### src/rtl/mips_mem_pkg.sv
// Shared definitions for the MIPS store path: store size encodings, the
// store FSM state type, the default lane ordering, and the alignment check.
package mips_mem_pkg;

  localparam logic [1:0] SZ_BYTE    = 2'b00;
  localparam logic [1:0] SZ_HALF    = 2'b01;
  localparam logic [1:0] SZ_WORD    = 2'b10;
  localparam logic [1:0] SZ_ILLEGAL = 2'b11;

  // 1 = MIPS big-endian lane numbering, 0 = little-endian.
  localparam bit BIG_ENDIAN_DEFAULT = 1'b1;

  typedef enum logic [1:0] {
    ST_IDLE = 2'd0,
    ST_RD   = 2'd1,
    ST_WR   = 2'd2,
    ST_DONE = 2'd3
  } state_t;

  // High when a store of this size at this byte offset must be rejected.
  function automatic logic store_faults(input logic [1:0] size,
                                        input logic [1:0] addr_lo);
    logic f;
    case (size)
      SZ_BYTE: f = 1'b0;
      SZ_HALF: f = addr_lo[0];
      SZ_WORD: f = |addr_lo;
      default: f = 1'b1;
    endcase
    return f;
  endfunction

endpackage

### src/rtl/store_lane_merge.sv
// Combinational lane insertion for sub-word stores.
//   old_word : word previously read from memory
//   wdata    : register value; only the low 8/16/32 bits are used
//   addr_lo  : byte offset within the word (addr[1:0])
//   size     : SZ_BYTE / SZ_HALF / SZ_WORD
//   merged   : old_word with the addressed lane(s) replaced
module store_lane_merge
  import mips_mem_pkg::*;
#(
  parameter bit BIG_ENDIAN = BIG_ENDIAN_DEFAULT
) (
  input  logic [31:0] old_word,
  input  logic [31:0] wdata,
  input  logic [1:0]  addr_lo,
  input  logic [1:0]  size,
  output logic [31:0] merged
);

  logic [1:0] byte_lane;
  logic       half_lane;

  always_comb begin
    // Big-endian byte 0 is the most significant lane: 3 - addr_lo == ~addr_lo.
    byte_lane = BIG_ENDIAN ? ~addr_lo    : addr_lo;
    half_lane = BIG_ENDIAN ? ~addr_lo[1] : addr_lo[1];
    merged    = old_word;
    case (size)
      SZ_BYTE: merged[{byte_lane, 3'b000} +: 8]  = wdata[7:0];
      SZ_HALF: merged[{half_lane, 4'b0000} +: 16] = wdata[15:0];
      SZ_WORD: merged = wdata;
      default: merged = old_word;
    endcase
  end

endmodule

### src/rtl/store_merge_unit.sv
// Store unit performing byte/half stores as read-modify-write and word
// stores as a single write.
//   clk, rst          : clock, asynchronous active-high reset
//   req, size, addr,  : store request (sampled only when idle)
//   wdata
//   busy, done, fault : status; fault accompanies done on a rejected store
//   mem_*             : single-port memory handshake (mem_rdy acknowledges)
module store_merge_unit
  import mips_mem_pkg::*;
#(
  parameter bit BIG_ENDIAN = BIG_ENDIAN_DEFAULT
) (
  input  logic        clk,
  input  logic        rst,
  input  logic        req,
  input  logic [1:0]  size,
  input  logic [31:0] addr,
  input  logic [31:0] wdata,
  output logic        busy,
  output logic        done,
  output logic        fault,
  output logic [31:0] mem_addr,
  output logic        mem_rd,
  input  logic [31:0] mem_rdata,
  output logic        mem_we,
  output logic [31:0] mem_wdata,
  input  logic        mem_rdy
);

  state_t      state_q, state_d;
  logic [31:0] addr_q,  addr_d;
  logic [1:0]  size_q,  size_d;
  logic [31:0] wdata_q, wdata_d;
  logic [31:0] rdata_q, rdata_d;
  logic        fault_q, fault_d;
  logic [31:0] merged;

  store_lane_merge #(
    .BIG_ENDIAN(BIG_ENDIAN)
  ) u_merge (
    .old_word(rdata_q),
    .wdata   (wdata_q),
    .addr_lo (addr_q[1:0]),
    .size    (size_q),
    .merged  (merged)
  );

  always_ff @(posedge clk or posedge rst) begin
    if (rst) begin
      state_q <= ST_IDLE;
      addr_q  <= '0;
      size_q  <= '0;
      wdata_q <= '0;
      rdata_q <= '0;
      fault_q <= 1'b0;
    end else begin
      state_q <= state_d;
      addr_q  <= addr_d;
      size_q  <= size_d;
      wdata_q <= wdata_d;
      rdata_q <= rdata_d;
      fault_q <= fault_d;
    end
  end

  always_comb begin
    state_d = state_q;
    addr_d  = addr_q;
    size_d  = size_q;
    wdata_d = wdata_q;
    rdata_d = rdata_q;
    fault_d = fault_q;
    case (state_q)
      ST_IDLE: begin
        if (req) begin
          addr_d  = addr;
          size_d  = size;
          wdata_d = wdata;
          fault_d = store_faults(size, addr[1:0]);
          if (store_faults(size, addr[1:0])) state_d = ST_DONE;
          else if (size == SZ_WORD)          state_d = ST_WR;
          else                               state_d = ST_RD;
        end
      end
      ST_RD: begin
        if (mem_rdy) begin
          rdata_d = mem_rdata;
          state_d = ST_WR;
        end
      end
      ST_WR: begin
        if (mem_rdy) state_d = ST_DONE;
      end
      ST_DONE: state_d = ST_IDLE;
      default: state_d = ST_IDLE;
    endcase
  end

  // Outputs decode directly from registered state, so reset clears them
  // in the same cycle and the strobes are mutually exclusive by construction.
  always_comb begin
    busy      = (state_q != ST_IDLE);
    done      = (state_q == ST_DONE);
    fault     = (state_q == ST_DONE) && fault_q;
    mem_rd    = (state_q == ST_RD);
    mem_we    = (state_q == ST_WR);
    mem_addr  = {addr_q[31:2], 2'b00};
    mem_wdata = (state_q == ST_WR) ? merged : '0;
  end

endmodule

### config.mk
export PLATFORM = sky130hd
export DESIGN_NAME = store_merge_unit
export DESIGN_NICKNAME = d
export VERILOG_FILES = /design/src/rtl/mips_mem_pkg.sv /design/src/rtl/store_lane_merge.sv /design/src/rtl/store_merge_unit.sv
export SDC_FILE = /design/constraint.sdc
export NUM_CORES = 1
export LEC_CHECK = 0
export BUFFER_PORTS_ARGS = -buffer_cell sky130_fd_sc_hd__buf_4
export CAP_MARGIN = 20
export CORE_MARGIN = 3
export CORE_UTILIZATION = 45
export DETAILED_ROUTE_END_ITERATION = 8
export GPL_TIMING_DRIVEN = 0
export HOLD_SLACK_MARGIN = 0.08
export PLACE_DENSITY = 0.77
export SLEW_MARGIN = 20
export SYNTH_ARGS = -nofsm -noshare
export SYNTH_HDL_FRONTEND = slang
export SYNTH_SLANG_ARGS = --single-unit
### constraint.sdc
create_clock -name clk -period 3.4 [get_ports clk]
set_input_delay 0.68 -clock clk [delete_from_list [all_inputs] [get_ports clk]]
set_output_delay 0.68 -clock clk [all_outputs]
set_load 0.05 [all_outputs]
# After elaboration in Yosys (flattened, before gate mapping)
# Cells that the tools add are included.
# totals
register_bits	101
output_inout_bits	69
# classes
n_mux	13
addsub	2
n_shift	4
n_eq_ne	10
reduce_logical	9
n_bitwise	2
# op_table
operator	n
32-bit case mux with 3 select lines	1
32-bit bitwise mux	2
32-bit 2-to-1 mux	1
16-bit by 7-bit variable shift with 32-bit output, first input constant	1
8-bit by 7-bit variable shift with 32-bit output, first input constant	1
16-bit by 7-bit variable part select with 32-bit output	1
8-bit by 7-bit variable part select with 32-bit output	1
5-bit negation with 7-bit output	2
2-bit 2-to-1 mux	5
2-bit equality test, second input constant	4
2-bit case mux with 4 select lines	1
2-bit by 1-bit equality test with 1-bit output, second input constant	3
2-bit zero test	3
2-bit by 1-bit inequality test with 1-bit output, second input constant	2
2-bit AND reduction	2
1-bit case mux with 3 select lines	1
3-bit AND reduction	1
1-bit 2-to-1 mux	2
2-bit inequality test, second input constant	1
2-bit NOT	1
2-bit nonzero test	1
2-bit OR reduction	1
1-bit logical AND	1
1-bit NOT	1

# Logic depth before layout (Yosys ltp)
# Gate-level depths: netlist (run 1).
# depth
depth_word	7
mapped_depth	7
ltp_nobuf	5

# By module
# From an unflattened synthesis (run 1), not the netlist that was laid out.
# hier_totals
hier_cells	522
hier_area_um2	6014.5
# modules_own_cells
module	instances	area_per_inst_um2	cells_each
store_merge_unit	1	4342.9	301
store_lane_merge	1	1671.6	221

# Worst setup path before layout (run 1)
# OpenSTA, ideal clock, no wires.
# synth_timing
path_type	register -> output
from	register state_q[0]
to	output mem_wdata[0]
path_slack_ps	121
arrival_ps	2599
path_stages_with_launch	6
n_path_buf	1
cell_sequence	dfrtp_1 > inv_1 > ha_1 > inv_1 > clkbuf_1 > o32ai_1
# synth_between
elab_chain_len	2
# synth_lines
item	line_no	rtl
start, declared	store_merge_unit.sv:30	state_t state_q, state_d;
start signal, assigned	store_merge_unit.sv:57	state_q <= state_d;
2-bit equality test	n/a	
named net mem_we	store_merge_unit.sv:25	output logic mem_we,
32-bit 2-to-1 mux	store_merge_unit.sv:108	mem_wdata = (state_q == ST_WR) ? merged : '0;
end, declared	store_merge_unit.sv:26	output logic [31:0] mem_wdata,
# The timed path passes the listed nets, and every way through them passes these cells.

# Worst setup path in the final report (run 1)
# layout_timing
from	register addr_q[1]
to	output mem_wdata[30]
# layout_between
elab_chain_len	6
word_cells_on_any_way	12
classes_between	2 x add/sub; 4 x shift; 4 x mux; 2 x bitwise
# layout_lines
item	line_no	rtl
start, declared	store_merge_unit.sv:31	logic [31:0] addr_q, addr_d;
start signal, assigned	store_merge_unit.sv:58	addr_q <= addr_d;
1-bit NOT / 2-bit NOT (equally long branches)	store_lane_merge.sv:25, store_lane_merge.sv:24	
5-bit negation with 7-bit output, on equally long branches	store_lane_merge.sv:29, store_lane_merge.sv:28	
16-bit by 7-bit variable part select with 32-bit output (tied with other cells)	store_lane_merge.sv:29	SZ_HALF: merged[{half_lane, 4'b0000} +: 16] = wdata[15:0];
32-bit bitwise mux, on equally long branches	store_lane_merge.sv:29, store_lane_merge.sv:28	
32-bit case mux with 3 select lines (*)	store_lane_merge.sv:27	case (size)
32-bit 2-to-1 mux (*)	store_merge_unit.sv:108	
# Every way passes the cells marked *; elsewhere a longest branch is shown, timed or not.

==> results of run 1 <==
==> report_power, final <==
group / total [W] / internal, W / switching, W
registers: 0.00240 / 0.00182 / 0.000572
clock network: 0.000951 / 0.000503 / 0.000448
logic: 0.00515 / 0.00209 / 0.00306
==> cell type report <==
type	instances	area share, %
inverters	25	1.382
multi-input cells	265	33.30
clock inverters	6	0.6297
repair buffers	171	18.23
flip-flops and latches	101	35.35
well taps	143	2.501
clock buffers	10	3.201
plain buffers	59	5.405
==> flip-flops by register name, summed over array words and instances, names as in the netlist <==
register / cells
wdata_q: 32
size_q: 2
state_q: 2
rdata_q: 32
fault_q: 1
addr_q: 32
==> logic make-up (layout without fill, tap and decap cells) <==
logic type	count (synthesis)	after routing	synth area share, %
buf+inv	84	271	8.920
compound gates	96	96	14.10
other cells	1	2	0.06962
simple gates	55	55	6.365
flops	101	101	46.92
mux	102	102	21.30
fa+ha+maj	10	10	2.323
==> synthesized netlist by cell type <==
master       n
nor3b_1      2
a22oi_2      1
buf_4       34
a221oi_2     1
and4bb_4     1
nand3_1      1
o31ai_1      1
o2bb2ai_1    6
clkbuf_1     5
a32oi_1      7
mux2_2     101
o211ai_1    20
dfrtp_1    101
conb_1       1
or2_2        1
buf_6        2
o32ai_1      8
a221o_1      9
nor3_1       2
buf_2       18
nand2b_1     2
o22ai_1      9
a31oi_1      2
and4b_2      1
o221ai_1     1
a22oi_1      1
a21o_1       8
a222oi_1     8
a21oi_1      5
and2_1       2
and3_1       8
nor4b_4      1
a32o_1       1
mux2i_1      1
ha_1        10
nor2b_1      9
inv_1       25
o21ai_0      8
nand2_1     12
nand3b_1     8
nor2_1       5
==> layer usage <==
metal,track usage (%),wire length (µm)
met2,36.88,7061
met4,8.920,528
met5,0,0
met3,9.105,1658
met1,26.80,5673
==> worst paths after layout <==
path / from / slack [ns] / endpoint
setup / recovery: addr_q[1]$_DFFE_PP0P_ / 0.13 / mem_wdata[30]
hold / removal: rst / 0.30 / addr_q[16]$_DFFE_PP0P_
setup reg to reg: state_q[1]$_DFFE_PP0P_ / 1.45 / wdata_q[14]$_DFFE_PP0P_
hold reg to reg: addr_q[2]$_DFFE_PP0P_ / 0.51 / addr_q[2]$_DFFE_PP0P_
max in group asynchronous: rst / 2.46 / addr_q[1]$_DFFE_PP0P_
min in group clk: addr_q[2]$_DFFE_PP0P_ / 0.51 / addr_q[2]$_DFFE_PP0P_
==> metrics by stage <==
step | utilization, % | cells | hold slack (ns) | area [µm²] | setup slack (ns)
2_1_floorplan | - | 450 | 0.4409 | 5390 | 0.07287
3_3_place_gp | 59.06 | 761 | 0.4729 | 6830 | -0.9874
3_5_place_dp | 59.34 | 762 | 0.4868 | 6863 | 0.3546
4_1_cts | 61.84 | 780 | 0.3076 | 7152 | 0.07089
5_1_grt | 61.85 | 780 | 0.3123 | 7153 | 0.02714
6_report | 61.85 | 780 | 0.3025 | 7153 | 0.1260
==> repair_timing <==
item | CTS | global route
pin swaps | 1 | 0
setup buffers | 2 | 0
endpoints found under the setup margin | 2 | 11
resized for setup | 0 | 1
hold buffers | 0 | 0
==> critical path, delay by kind of cell, from the launching register on <==
| family | cells | cell delay, ns |
|---|---|---|
| and+or+nand+nor | 1 | 0.27 |
| DFF | 1 | 0.44 |
| buffers and inverters | 4 | 0.75 |
| AOI/OAI and AO/OA | 2 | 0.42 |
| adders and majority gates | 1 | 0.37 |
==> qor.yml, run 1 <==
finalCritPeriodShare_pct: 96.29
hold_path_class: "in2async"
track_usage_pct: 22.63
reg2reg_depth: 6
final_cell_mix: "204 x buf_4, 101 x mux2_2, 100 x dfrtp_1, 24 x inv_1, 20 x o211ai_1"
hold_viol_final: 0
drt_iter0_drc: 327
worstSetupPathType: "reg2out"
arrival_ns: 2.59
io_pins: 171
peakVddDrop_mv: 0.8347
grt_max_degree: 70
multiInputGateArea_mm2: 0.002382
fill_cells: 932
hpwl_um: 11380
pwr_density_cell_mw_per_mm2: 1188
yosysSeqAreaShare_pct: 46.92
synth_area_per_cell_um2: 12.00
grt-ovfl-total: 0
ys.warnings.count: 0
synthTopCellsByArea: "dfrtp_1 47%, mux2_2 21%, buf_4 4.7%, o211ai_1 2.8%, ha_1 2.3%"
synth-seq-cells: 101
critPathCaptureType: "output port"
cts_buffer_depth: 2
root_buffer: "clkbuf_16"
netlist_area_mm2: 0.005386
final_antenna_net_count: 0
yosysTopAreaCellShare_pct: 46.92
grt_first_pass_wirelength_um: 23240
wl_per_cell_um: 19.13
clk_latency_ns: 0.35
synthToLayoutAreaGrowth_pct: 32.80
final_common_cell: "buf_4"
path_max_fanout: 10
ctsHtreeMaxLevel: 3
tightest_slew_ns: 0.8387
crit_chain: "buf_2 -> inv_1 -> ha_1 -> nor4b_4 -> buf_4 -> a31oi_1 -> a221oi_2 -> buf_4"
core-area_mm2: 0.01156
antenna_found_initial: 0
cts_tree: "yes"
antennaDiodeCount: 0
dieHeight_um: 115.4
layout_min_cycle_time_ns: 3.274
start_util_pct: 46.58
critPathLaunchType: "register"
num-nets-final: 744
crit_top_cell: "buf_4"
setup_viol: 0
drc_errors: 0
cp_slowest_cell: "dfrtp_2"
clock_sinks: 101
die_area_mm2: 0.01332
routed_wl_um: 14920
yosys.area.top_type: "dfrtp_1"
maxCapViolations: 0
maxSlewHeadroom_pct: 44.09
p_leak_nw: 3.392
num_vias: 4368
ys_types: 41
fmax_mhz: 305.4
seqCellArea_mm2: 0.002529
skew_ns: 0.007729
place_congestion: 0.9392
finalSetupTns_ns: 0
path_clk_slew_ns: 0.07
rsz0062_at_grt: "false"
vias_per_cell: 5.600
grt_pass1_vias: 4469
status: "finished clean"
critPathRequiredTime_ns: 2.72
rows: 39
dr.pass1.iters: 8
io_buffer_count: 168
synth_cells: 449
power_w: 0.008501
numCtsBuffers: 9
drive_gt1_share_pct: 54.79
cpPeakStageDelay_ns: 0.44
die_x_um: 115.4
slew_violations: 0
Power figures use the tool's default switching activity.
==> run 2, diff against run 1 <==
Settings changed: BUFFER_PORTS_ARGS -buffer_cell sky130_fd_sc_hd__buf_4 to -buffer_cell sky130_fd_sc_hd__buf_2.
==> run 2 against run 1 <==
Against the previous run: sequential share of layout area is 1.8 points higher; combinational power decreased by 5.0%; final cell count increased by 0.13%; sequential power about the same; hold slack improved by 0.010 ns; final area is 4.8% lower; first-iteration DRC count is 4.0% lower; clock skew is 0.0026 ns lower; total power is 1.7% lower; non-clock buffer count unchanged; wire length increased by 0.47%; maximum frequency decreased by 0.67%.
==> qor.yml, run 2 (synthesized netlist as in run 1, its figures left out) <==
hold_viol_final: 0  # unchanged
drt_iter0_drc: 314  # -4.0%
io_buffer_count: 168  # unchanged
path_max_fanout: 10  # unchanged
status: "finished clean"
die_x_um: 115.4  # unchanged
track_usage_pct: 23.16  # +0.54 points
finalCritPeriodShare_pct: 96.94  # +0.65 points
critPathLaunch: "addr_q[1]$_DFFE_PP0P_"
dieHeight_um: 115.4  # unchanged
skew_ns: 0.005097  # -0.002632 ns
arrival_ns: 2.62  # +0.03 ns
rows: 39  # unchanged
antenna_found_initial: 2  # +2
grt_first_pass_wirelength_um: 23310  # +0.30%
clk_latency_ns: 0.35  # about the same
synthToLayoutAreaGrowth_pct: 26.41
rsz0062_at_grt: "false"
numCtsBuffers: 9  # unchanged
place_congestion: 0.9617  # +2.4%
seqCellArea_mm2: 0.002529  # unchanged
fmax_mhz: 303.4  # -0.67%
clock_sinks: 101  # unchanged
multiInputGateArea_mm2: 0.002394  # +0.47%
grt_pass1_vias: 4519  # +1.1%
maxCapViolations: 0  # unchanged
grt_max_degree: 64  # -8.6%
final_antenna_net_count: 0  # unchanged
routed_wl_um: 14990  # +0.47%
slew_violations: 0  # unchanged
fin_area_mm2: 0.006809  # -4.8%
reg2reg_depth: 6  # unchanged
critPathRequiredTime_ns: 2.72  # about the same
root_buffer: "clkbuf_16"
die_area_mm2: 0.01332  # unchanged
finalSetupTns_ns: 0  # unchanged
worstSetupPathType: "reg2out"
worstReg2RegStart: "state_q[1]$_DFFE_PP0P_"
num_vias: 4328  # -0.92%
final_common_cell: "buf_2"
tightest_slew_ns: 0.7285  # -0.1103 ns
dr.pass1.iters: 6  # -2
layout_min_cycle_time_ns: 3.296  # +0.02209 ns
place_area_mm2: 0.006442  # -6.1%
num-nets-final: 744  # unchanged
cts_tree: "yes"
setup_viol: 0  # unchanged
maxSlewHeadroom_pct: 51.44  # +7.4 points
whs_ns: 0.3127  # +0.01017 ns
ctsHtreeMaxLevel: 3  # unchanged
cts_buffer_depth: 2  # unchanged
fill_cells: 990  # +6.2%
critPathCaptureType: "output port"
pwr_density_cell_mw_per_mm2: 1227  # +3.2%
drc_errors: 0  # unchanged
fin_util_pct: 58.88  # -3.0 points
critPathLaunchType: "register"
hold_path_class: "in2async"
start_util_pct: 46.58  # unchanged
p_leak_nw: 3.286  # -3.1%
place_ws_ns: 0.3148  # -0.03983 ns
drive_gt1_share_pct: 55.10  # +0.31 points
io_pins: 171  # unchanged
core-area_mm2: 0.01156  # unchanged
fin_ws_ns: 0.1039  # -0.02209 ns
grt-ovfl-total: 0  # unchanged
largestRegisters: "addr_q x32, rdata_q x32, wdata_q x32"
wl_per_cell_um: 19.20  # +0.34%
vias_per_cell: 5.542  # -1.0%
peakVddDrop_mv: 0.8258  # -1.1%
path_clk_slew_ns: 0.07  # about the same
hpwl_um: 11500  # +1.0%
final_cell_mix: "175 x buf_2, 101 x mux2_2, 100 x dfrtp_1, 39 x buf_4, 24 x inv_1"
-- run 2: cell types whose count changed in the layout (fill, tap and decap cells not counted), moves of 2 or more --
cell | before | now
buf_4 | 204 | 39
buf_2 | 18 | 175
clkbuf_4 | 0 | 8
clkinv_2 | 2 | 0
inv_6 | 4 | 2
-- run 2: metal layers --
metal / track usage, % / part of all wire, %
met1: 26.46 / 38
met2: 39.20 / 48
met3: 10.11 / 11
met4: 7.277 / 2.3
met5: 0 / 0.093
-- run 2: per-stage QoR --
step / total power (W) / std cells
after floorplan: 0.006058 / 450
after global placement: 0.007040 / 761
after detailed placement: 0.007218 / 762
after CTS: 0.008311 / 780
after global routing: 0.008829 / 780
final: 0.008352 / 781
-- run 2: where the power goes --
| group | internal (W) | switching (W) |
|---|---|---|
| clock network | 0.000600 | 0.000466 |
| registers | 0.00182 | 0.000573 |
| logic | 0.00184 | 0.00305 |
| total | 0.00427 | 0.00409 |
-- run 2: worst paths after layout --
| kind | end | slack [ns] |
|---|---|---|
| min in group clk | fault_q$_DFFE_PP0P_ | 0.49 |
| hold / removal | addr_q[16]$_DFFE_PP0P_ | 0.31 |
| setup reg to reg | wdata_q[1]$_DFFE_PP0P_ | 1.38 |
| setup / recovery | mem_wdata[24] | 0.10 |
| max in group asynchronous | addr_q[1]$_DFFE_PP0P_ | 2.44 |
| hold reg to reg | fault_q$_DFFE_PP0P_ | 0.49 |
-- run 2: final cells by class --
cell class / instances / share of cell area (%)
repair buffers: 171 / 13.38
plain buffers: 59 / 5.678
clock buffers: 11 / 3.565
multi-input cells: 265 / 35.15
diodes: 1 / 0.03675
inverters: 25 / 1.452
flip-flops and latches: 101 / 37.14
well taps: 143 / 2.628
clock inverters: 5 / 0.9739
-- run 2: timing repair --
item | 4_1_cts | 5_1_grt
gates resized for setup | 0 | 17
endpoints found under the setup margin | 2 | 27
setup buffers | 2 | 0
hold buffers | 0 | 0
pin swaps | 1 | 0
-- run 2: critical path, stage by stage, from the launching register on --
cell	delay, ns
dfrtp_2	0.43
buf_2	0.24
inv_1	0.09
ha_1	0.35
nor4b_4	0.38
buf_4	0.18
a32oi_1	0.09
o2bb2ai_1	0.19
buf_2	0.30
